[src/rtl/izz_pkg.sv]
// ----------------------------------------------------------------------------
// izz_pkg
// Shared definitions for the inverse zigzag reorder buffer.
//   DATA_W_DFLT : default coefficient width
//   BLK_N       : coefficients per 8x8 block (fixed at 64)
//   izz_state_e : FILL / DRAIN state encoding
//   ZZ          : zigzag scan index -> raster (row-major) index
// ----------------------------------------------------------------------------
package izz_pkg;

    localparam int DATA_W_DFLT = 8;
    localparam int BLK_N       = 64;

    typedef enum logic {
        FILL  = 1'b0,
        DRAIN = 1'b1
    } izz_state_e;

    localparam logic [5:0] ZZ [BLK_N] = '{
         0,  1,  8, 16,  9,  2,  3, 10,
        17, 24, 32, 25, 18, 11,  4,  5,
        12, 19, 26, 33, 40, 48, 41, 34,
        27, 20, 13,  6,  7, 14, 21, 28,
        35, 42, 49, 56, 57, 50, 43, 36,
        29, 22, 15, 23, 30, 37, 44, 51,
        58, 59, 52, 45, 38, 31, 39, 46,
        53, 60, 61, 54, 47, 55, 62, 63
    };

endpackage

[src/rtl/izz_bank.sv]
// ----------------------------------------------------------------------------
// izz_bank
// 64-entry coefficient store: one synchronous write port, one asynchronous
// read port. Contents are not reset; a block is always fully written before
// it is read.
//   clk     : rising-edge clock
//   wr_en   : write enable
//   wr_addr : raster address to write
//   wr_data : coefficient to write
//   rd_addr : raster address to read
//   rd_data : coefficient at rd_addr (combinational)
// ----------------------------------------------------------------------------
module izz_bank
    import izz_pkg::*;
#(
    parameter int DATA_W = DATA_W_DFLT
) (
    input  logic              clk,
    input  logic              wr_en,
    input  logic [5:0]        wr_addr,
    input  logic [DATA_W-1:0] wr_data,
    input  logic [5:0]        rd_addr,
    output logic [DATA_W-1:0] rd_data
);

    logic [DATA_W-1:0] mem_q [BLK_N];

    always_ff @(posedge clk) begin
        if (wr_en) begin
            mem_q[wr_addr] <= wr_data;
        end
    end

    assign rd_data = mem_q[rd_addr];

endmodule

[src/rtl/izigzag_buf.sv]
// ----------------------------------------------------------------------------
// izigzag_buf
// Inverse zigzag reorder buffer: accepts 64 coefficients of an 8x8 block in
// zigzag scan order and emits them in raster order. Writes are scattered
// through the ZZ table, reads are sequential.
//   clk, rst            : clock, synchronous active-high reset
//   in_data/valid/ready : zigzag-order input stream
//   out_data/valid/ready: raster-order output stream
//   out_last            : marks raster index 63
// Build option: IZZ_PINGPONG_EN selects two banks so one block can fill while
// the previous one drains; default is a single bank alternating FILL/DRAIN.
//
// state | meaning
// ------+-----------------------------------------------
// FILL  | accepting zigzag input, in_ready=1
// DRAIN | emitting raster output, out_valid=1
// (ping-pong build replaces the FSM with per-bank full flags)
// ----------------------------------------------------------------------------
module izigzag_buf
    import izz_pkg::*;
#(
    parameter int DATA_W = DATA_W_DFLT
) (
    input  logic              clk,
    input  logic              rst,
    input  logic [DATA_W-1:0] in_data,
    input  logic              in_valid,
    output logic              in_ready,
    output logic [DATA_W-1:0] out_data,
    output logic              out_valid,
    input  logic              out_ready,
    output logic              out_last
);

    logic [5:0]        wr_cnt_q, wr_cnt_d;
    logic [5:0]        rd_cnt_q, rd_cnt_d;
    // Registered so in_ready stays low while rst is held and rises one
    // cycle after release.
    logic              in_ready_q, in_ready_d;
    logic              in_xfer, out_xfer;
    logic [DATA_W-1:0] rd_data;

    assign in_ready = in_ready_q;
    assign in_xfer  = in_valid & in_ready_q;
    assign out_xfer = out_valid & out_ready;

`ifdef IZZ_PINGPONG_EN

    logic [1:0]        full_q, full_d;
    logic              wb_q, wb_d;
    logic              rb_q, rb_d;
    logic [DATA_W-1:0] rd_data0, rd_data1;

    always_comb begin
        wr_cnt_d = wr_cnt_q;
        rd_cnt_d = rd_cnt_q;
        full_d   = full_q;
        wb_d     = wb_q;
        rb_d     = rb_q;
        if (in_xfer) begin
            wr_cnt_d = wr_cnt_q + 6'd1;
            if (wr_cnt_q == 6'd63) begin
                full_d[wb_q] = 1'b1;
                wb_d         = ~wb_q;
            end
        end
        // When both complete on one edge wb != rb, so the two updates never
        // touch the same flag.
        if (out_xfer) begin
            rd_cnt_d = rd_cnt_q + 6'd1;
            if (rd_cnt_q == 6'd63) begin
                full_d[rb_q] = 1'b0;
                rb_d         = ~rb_q;
            end
        end
        in_ready_d = ~full_d[wb_d];
    end

    always_ff @(posedge clk) begin
        if (rst) begin
            wr_cnt_q   <= '0;
            rd_cnt_q   <= '0;
            in_ready_q <= 1'b0;
            full_q     <= '0;
            wb_q       <= 1'b0;
            rb_q       <= 1'b0;
        end else begin
            wr_cnt_q   <= wr_cnt_d;
            rd_cnt_q   <= rd_cnt_d;
            in_ready_q <= in_ready_d;
            full_q     <= full_d;
            wb_q       <= wb_d;
            rb_q       <= rb_d;
        end
    end

    izz_bank #(.DATA_W(DATA_W)) u_bank0 (
        .clk     (clk),
        .wr_en   (in_xfer & ~wb_q),
        .wr_addr (ZZ[wr_cnt_q]),
        .wr_data (in_data),
        .rd_addr (rd_cnt_q),
        .rd_data (rd_data0)
    );

    izz_bank #(.DATA_W(DATA_W)) u_bank1 (
        .clk     (clk),
        .wr_en   (in_xfer & wb_q),
        .wr_addr (ZZ[wr_cnt_q]),
        .wr_data (in_data),
        .rd_addr (rd_cnt_q),
        .rd_data (rd_data1)
    );

    assign out_valid = full_q[rb_q];
    assign rd_data   = rb_q ? rd_data1 : rd_data0;

`else

    izz_state_e state_q, state_d;

    always_comb begin
        state_d  = state_q;
        wr_cnt_d = wr_cnt_q;
        rd_cnt_d = rd_cnt_q;
        case (state_q)
            FILL: begin
                if (in_xfer) begin
                    wr_cnt_d = wr_cnt_q + 6'd1;
                    if (wr_cnt_q == 6'd63) begin
                        state_d = DRAIN;
                    end
                end
            end
            DRAIN: begin
                if (out_xfer) begin
                    rd_cnt_d = rd_cnt_q + 6'd1;
                    if (rd_cnt_q == 6'd63) begin
                        state_d = FILL;
                    end
                end
            end
            default: state_d = FILL;
        endcase
        in_ready_d = (state_d == FILL);
    end

    always_ff @(posedge clk) begin
        if (rst) begin
            state_q    <= FILL;
            wr_cnt_q   <= '0;
            rd_cnt_q   <= '0;
            in_ready_q <= 1'b0;
        end else begin
            state_q    <= state_d;
            wr_cnt_q   <= wr_cnt_d;
            rd_cnt_q   <= rd_cnt_d;
            in_ready_q <= in_ready_d;
        end
    end

    izz_bank #(.DATA_W(DATA_W)) u_bank0 (
        .clk     (clk),
        .wr_en   (in_xfer),
        .wr_addr (ZZ[wr_cnt_q]),
        .wr_data (in_data),
        .rd_addr (rd_cnt_q),
        .rd_data (rd_data)
    );

    assign out_valid = (state_q == DRAIN);

`endif

    assign out_data = out_valid ? rd_data : '0;
    assign out_last = out_valid & (rd_cnt_q == 6'd63);

endmodule

[config.mk]
export PLATFORM = sky130hd
export DESIGN_NAME = izigzag_buf
export DESIGN_NICKNAME = d
export VERILOG_FILES = /design/src/rtl/izz_pkg.sv /design/src/rtl/izz_bank.sv /design/src/rtl/izigzag_buf.sv
export SDC_FILE = /design/constraint.sdc
export NUM_CORES = 1
export LEC_CHECK = 0
export BUFFER_PORTS_ARGS = -buffer_cell sky130_fd_sc_hd__buf_2
export CAP_MARGIN = 25
export CORE_UTILIZATION = 56
export CTS_BUF_LIST = sky130_fd_sc_hd__clkbuf_4 sky130_fd_sc_hd__clkbuf_8 sky130_fd_sc_hd__clkbuf_16
export DETAILED_ROUTE_END_ITERATION = 8
export HOLD_SLACK_MARGIN = 0.05
export PLACE_DENSITY_LB_ADDON = 0.25
export SLEW_MARGIN = 20
export SYNTH_ARGS = -nofsm -noshare
export SYNTH_HDL_FRONTEND = slang
export SYNTH_SLANG_ARGS = --single-unit
export TNS_END_PERCENT = 100
[constraint.sdc]
create_clock -name clk -period 7.5 [get_ports clk]
set_input_delay 0 -clock clk [delete_from_list [all_inputs] [get_ports clk]]
set_output_delay 0 -clock clk [all_outputs]
set_load 0.02 [all_outputs]
### Word-level counts from Yosys, hierarchy flattened

Memories as Yosys holds them, arrays and structs flattened. A register that Yosys moved wholly into a read port is not among the register bits.
Cells that the tools add are included.

* mux-type cells: 12
* multipliers: 0
* reduce and logical (&&, ||, !) cells: 2
* shift operators: 0
* bitwise operators: 6
* eq/ne operators: 2
* div/mod/pow operators: 0
* magnitude comparators: 1
* $add $sub $neg: 2

Operators by type and width (count)
* 2-to-1 mux 6 bit: 4
* adder 6 x 1 -> 6 bit (second input constant): 2
* equality test 6 bit (second input constant): 2
* 2-to-1 mux 8 bit: 1
* >= comparator 7 bit (second input constant): 1
* NOT 6 -> 7 bit: 1
* 2-to-1 mux 1 bit: 6
* AND reduction 2 bit: 2
* bitwise AND 1 bit: 3
* NOT 1 bit: 2
* one-hot mux 1 bit (2 select lines): 1

* logic and storage cells: 31
* bits of input ports: 12
* bits in read-only memories: 384
* register bits: 14
* memories kept: 2
* output and inout bits: 11
* latch bits: 0
* RAM bits: 512

Memory list
* u_bank0.mem_q: words 64, bits a word 8, read ports 1, clocked after memory_dff 1, write ports 1, RTL line izz_bank.sv:26 `logic [DATA_W-1:0] mem_q [BLK_N];`
* (no name shown): words 64, bits a word 6, read ports 1, clocked after memory_dff 0, write ports 0, RTL line izigzag_buf.sv:165 `.wr_addr (ZZ[wr_cnt_q]),`

### Depth between registers and ports, before layout

* depth in word-level cells: 5
* depth in mapped cells: 10
* mapped depth without buffers: 8

### Cells and area by module

Synthesis repeated with hierarchy kept, for this count alone.

* cell total of the unflattened synthesis: 1113
* area, all modules: 21405.5 sq um

By module, submodules not included
* izz_bank: area each 20006.7 sq um, sequential area each 15374.7 sq um, cells an instance 932, times used 1
* izigzag_buf: area each 1398.8 sq um, sequential area each 280.3 sq um, cells an instance 181, times used 1

### Least setup slack after synthesis

No wires, ideal clock.

* kind: register to register
* start point: register wr_cnt_q[1]
* end point: memory u_bank0.mem_q[14][0] in the netlist's numbering, enable pin
* cell stages (with the launch flop): 8
* arrival time: 2.969 ns
* library setup time: 0.395 ns
* period minus slack after synthesis: 3.364 ns
* path slack: 4.136 ns
* required time: 7.105 ns
* buffers on the path: 1
* path through: dfxtp_1 inv_1 ha_1 mux2i_1 mux2_2 mux4_2 buf_2 nor4_1

* word-level cells in the longest chain between the ends: 4

RTL lines
* from (decl): RTL line izigzag_buf.sv:35 `logic [5:0] wr_cnt_q, wr_cnt_d;`
* from (signal assigned): RTL line izigzag_buf.sv:156 `wr_cnt_q <= wr_cnt_d;`
* NOT 6 -> 7 bit (implied by the code): RTL line izigzag_buf.sv:165
* memory read (64 x 6 bit)
* 2-to-1 mux 6 bit (implied by the code) (2 in series): RTL line izigzag_buf.sv:165
* to (decl): RTL line izz_bank.sv:26

No other way between the ends. The select of a mux whose other input is x is not followed.

### Worst setup path after layout

* start point: register wr_cnt_q[0]
* end point: memory u_bank0.mem_q[21][5] in the netlist's numbering, enable pin

The elaborated chain is that of the path after synthesis.

==> run metrics <==
antenna cells=0; worst-margin pin slew=1.057 ns; maxcap violations=0; register area=15790 um2; critical path type=flop to flop; switch share=19.58%; Max rail drop VDD=0.2046 mV; Die Span X=200.3 um; via count=11290; drt drc=0; initial cell density of the core=56.87%; main combinational cell family by area after synthesis=multiplexers; TritonCTS clock tree=done; CTS root buf=clkbuf_16; WP data required=7.79 ns; Critical Path Sink Type=flop; # IOs=23; relative slew slack=28.94%; Synth cell types=70; maximum number of pins on one net before global-route repair=82; global-route wire length before repair=72.83 mm; CP max-delay cell=dfxtp_1; crit-path cells=inv_1 -> ha_1 -> nor2b_1 -> a2111oi_0 -> o31a_1 -> o2111ai_1 -> nor3_1 -> buf_2; Critical Path Fanout Max=19; Post-Synth Simple-Gate Area=4.776%; CTS Buf Count=51; status=completed; PwrDens=237.7 nW/um2; post-DP HPWL=30.09 mm; Syn Inst Count=1118; EDFF count, synth=512; Die Y=200.3 um; CP max stage delay=0.74 ns; Slew Limit Fails=0; Final Critical Period=4.151 ns; Leak Pwr=7.631 nW; IO buf count=22; Nets=1229; Tcrit/Tclk final=55.34%; clk slew on worst S/H paths=0.06 ns; synthesized area per cell=19.71 um2; Final setup viols=0; Max Root-Sink Buffers=3; area growth from synthesis to layout=13.03%; Iter 0 DRT Violations=1193; share of cells above drive strength 1=29.23%; Final Skew=0.03509 ns; GPL Wtd Cong=0.8931; total negative slack=0 ns; Multi-input gate area=5968 um2; Routed Antenna Nets=0; combinational cell fraction of total power=1.9%; Power Internal=4.760 mW; clock network power share=43.0%; drt wl/cell=27.74 um; H-tree Lvls=2; Setup crit start kind=flop; Routed WL=48.82 mm; RSZ-0062 raised after global routing=false; total track usage=25.01%; Synth Area in Adders=0.9655%; area of the die=40140 um2; Setup Buffers After CTS=0; multiplexer share of the synthesized area=17.09%; arrival time at the worst endpoint=4.45 ns; Main synth FF type=edfxtp_1; mapped cell area=22030 um2; fin util=64.28%; Flop pwr share=55.1%; most common cell after layout, fill and taps aside=edfxtp_1; Compound-Gate Fraction of Synth Area=3.209%; Row Count=72; post-synthesis sequential area ratio=71.60%; Seq cells post-synth=532; switching power=1.159 mW; XOR/XNOR Fraction of Synth Area=0.3180%; total gr overflow=0; number of global-route vias before repair=11230; vias per cell=6.415; Synth Warn #=0; worst hold path type=input pin to flop; syn nets=1147; final hold vios=0; worst-skew pair later-pin latency=0.61 ns; core area=38740 um2; antenna violations before repair=2; fillcell total=2602; Post-synth ARST share=0%; fmax=240.9 MHz; Pre-Repair DR Iteration Count=6; most frequent cells in the layout=512 x edfxtp_1, 134 x mux4_2, 57 x buf_4; Sink Count=532
==> worst max-delay path, delay by kind of cell (launching register included) <==
kind | cells | cell delay [ns]
AOI/OAI and AO/OA | 3 | 1.23
DFF | 1 | 0.74
adders and majority gates | 1 | 0.49
buffers and inverters | 2 | 0.58
and+or+nand+nor | 2 | 0.80
==> layout make-up <==
cell class              count  area share (%)
well taps                 518           2.603
clock buffers              63           5.487
clock inverters            32           1.241
multi-input cells         507           23.97
flip-flops and latches    532           63.40
repair buffers            100           3.186
inverters                   8          0.1206
==> what timing repair did <==
item                                   CTS  global route
hold buffers                             8             1
endpoints found under the hold margin  163            50
gates resized for setup                  0             0
==> stage by stage <==
| step | cell area, um2 | power, mW | hold slack, ns | setup WS [ns] | cells |
|---|---|---|---|---|---|
| detailed placement | 23080 | 3.435 | 0.3633 | 3.202 | 1652 |
| CTS | 24830 | 5.962 | 0.07331 | 3.214 | 1755 |
| floorplan | 22030 | 3.365 | 0.07161 | 4.136 | 1118 |
| finish | 24900 | 5.919 | 0.07997 | 3.349 | 1760 |
| global route | 24900 | 6.075 | 0.09356 | 2.882 | 1760 |
| global placement | 22940 | 3.427 | 0.3504 | 3.198 | 1644 |
==> cell usage after synthesis (4+ instances only) <==
cell	instances	area (um2)
edfxtp_1	512	15370
nor3_1	46	230.2
buf_6	6	67.56
inv_1	5	18.77
nor4_1	21	131.4
o22ai_1	4	25.02
buf_2	36	180.2
clkbuf_1	12	45.04
buf_1	6	22.52
nor2b_1	11	68.82
mux2i_1	41	410.4
xnor2_1	5	43.79
mux4_1	9	236.5
nand3_1	13	65.06
mux4_2	134	3018
and2_1	4	25.02
nand2_1	27	101.4
a211o_1	6	52.55
o21ai_0	12	60.06
mux2_2	9	101.4
nand2b_1	10	62.56
a21boi_0	4	30.03
a21oi_1	17	85.08
ha_1	17	212.7
o211ai_1	9	67.56
nand4_1	7	43.79
buf_4	9	67.56
nor2_1	27	101.4
dfxtp_1	20	400.4
and3_1	4	25.02
o2111ai_1	4	35.03
a22oi_1	8	60.06
==> power by group through the flow <==
stage | clock, mW | combinational, mW | sequential (mW)
global route | 2.69 | 0.123 | 3.26
global placement | 0 | 0.101 | 3.33
detailed placement | 0 | 0.110 | 3.33
floorplan | 0 | 0.0403 | 3.33
finish | 2.54 | 0.114 | 3.26
CTS | 2.59 | 0.112 | 3.26
==> routing by layer <==
layer | vias to the layer above | global-route usage (%) | routed length [um]
met1 | 5829 | 34.90 | 19340
met3 | 98 | 4.653 | 3733
li1 | 4833 | - | -
met5 | - | 0 | 13
met2 | 528 | 40.89 | 24430
met4 | 2 | 7.007 | 1308
==> registers in the layout (all words and copies together) (netlist names), named ones only <==
| register | cells |
|---|---|
| in_ready | 1 |
| rd_cnt_q | 6 |
| wr_cnt_q | 6 |
| out_valid | 1 |
| u_bank0.mem_q | 512 |
==> kinds of logic (layout without fill, tap and decap cells) <==
group           after synthesis  after routing
mux                         193            193
fa+ha+maj                    17             17
xor+xnor                      8              8
compound gates               96             96
simple gates                193            193
buf+inv                      79            203
flops                       532            532
==> path summary, 6_finish.rpt <==
check | cells after the start | slack [ns] | startpoint | endpoint
worst max-delay path | 8 | 3.35 | wr_cnt_q[0]$_SDFFE_PP0P_ | u_bank0.mem_q[21][5]$_DFFE_PP_
worst min-delay path | 2 | 0.08 | in_data[4] | u_bank0.mem_q[54][4]$_DFFE_PP_
worst min register to register | 2 | 0.55 | rd_cnt_q[1]$_SDFFE_PP0P_ | flop
worst max register to register | 8 | 3.35 | wr_cnt_q[0]$_SDFFE_PP0P_ | u_bank0.mem_q[21][5]$_DFFE_PP_
No activity file was read; power rests on OpenSTA's default activity.
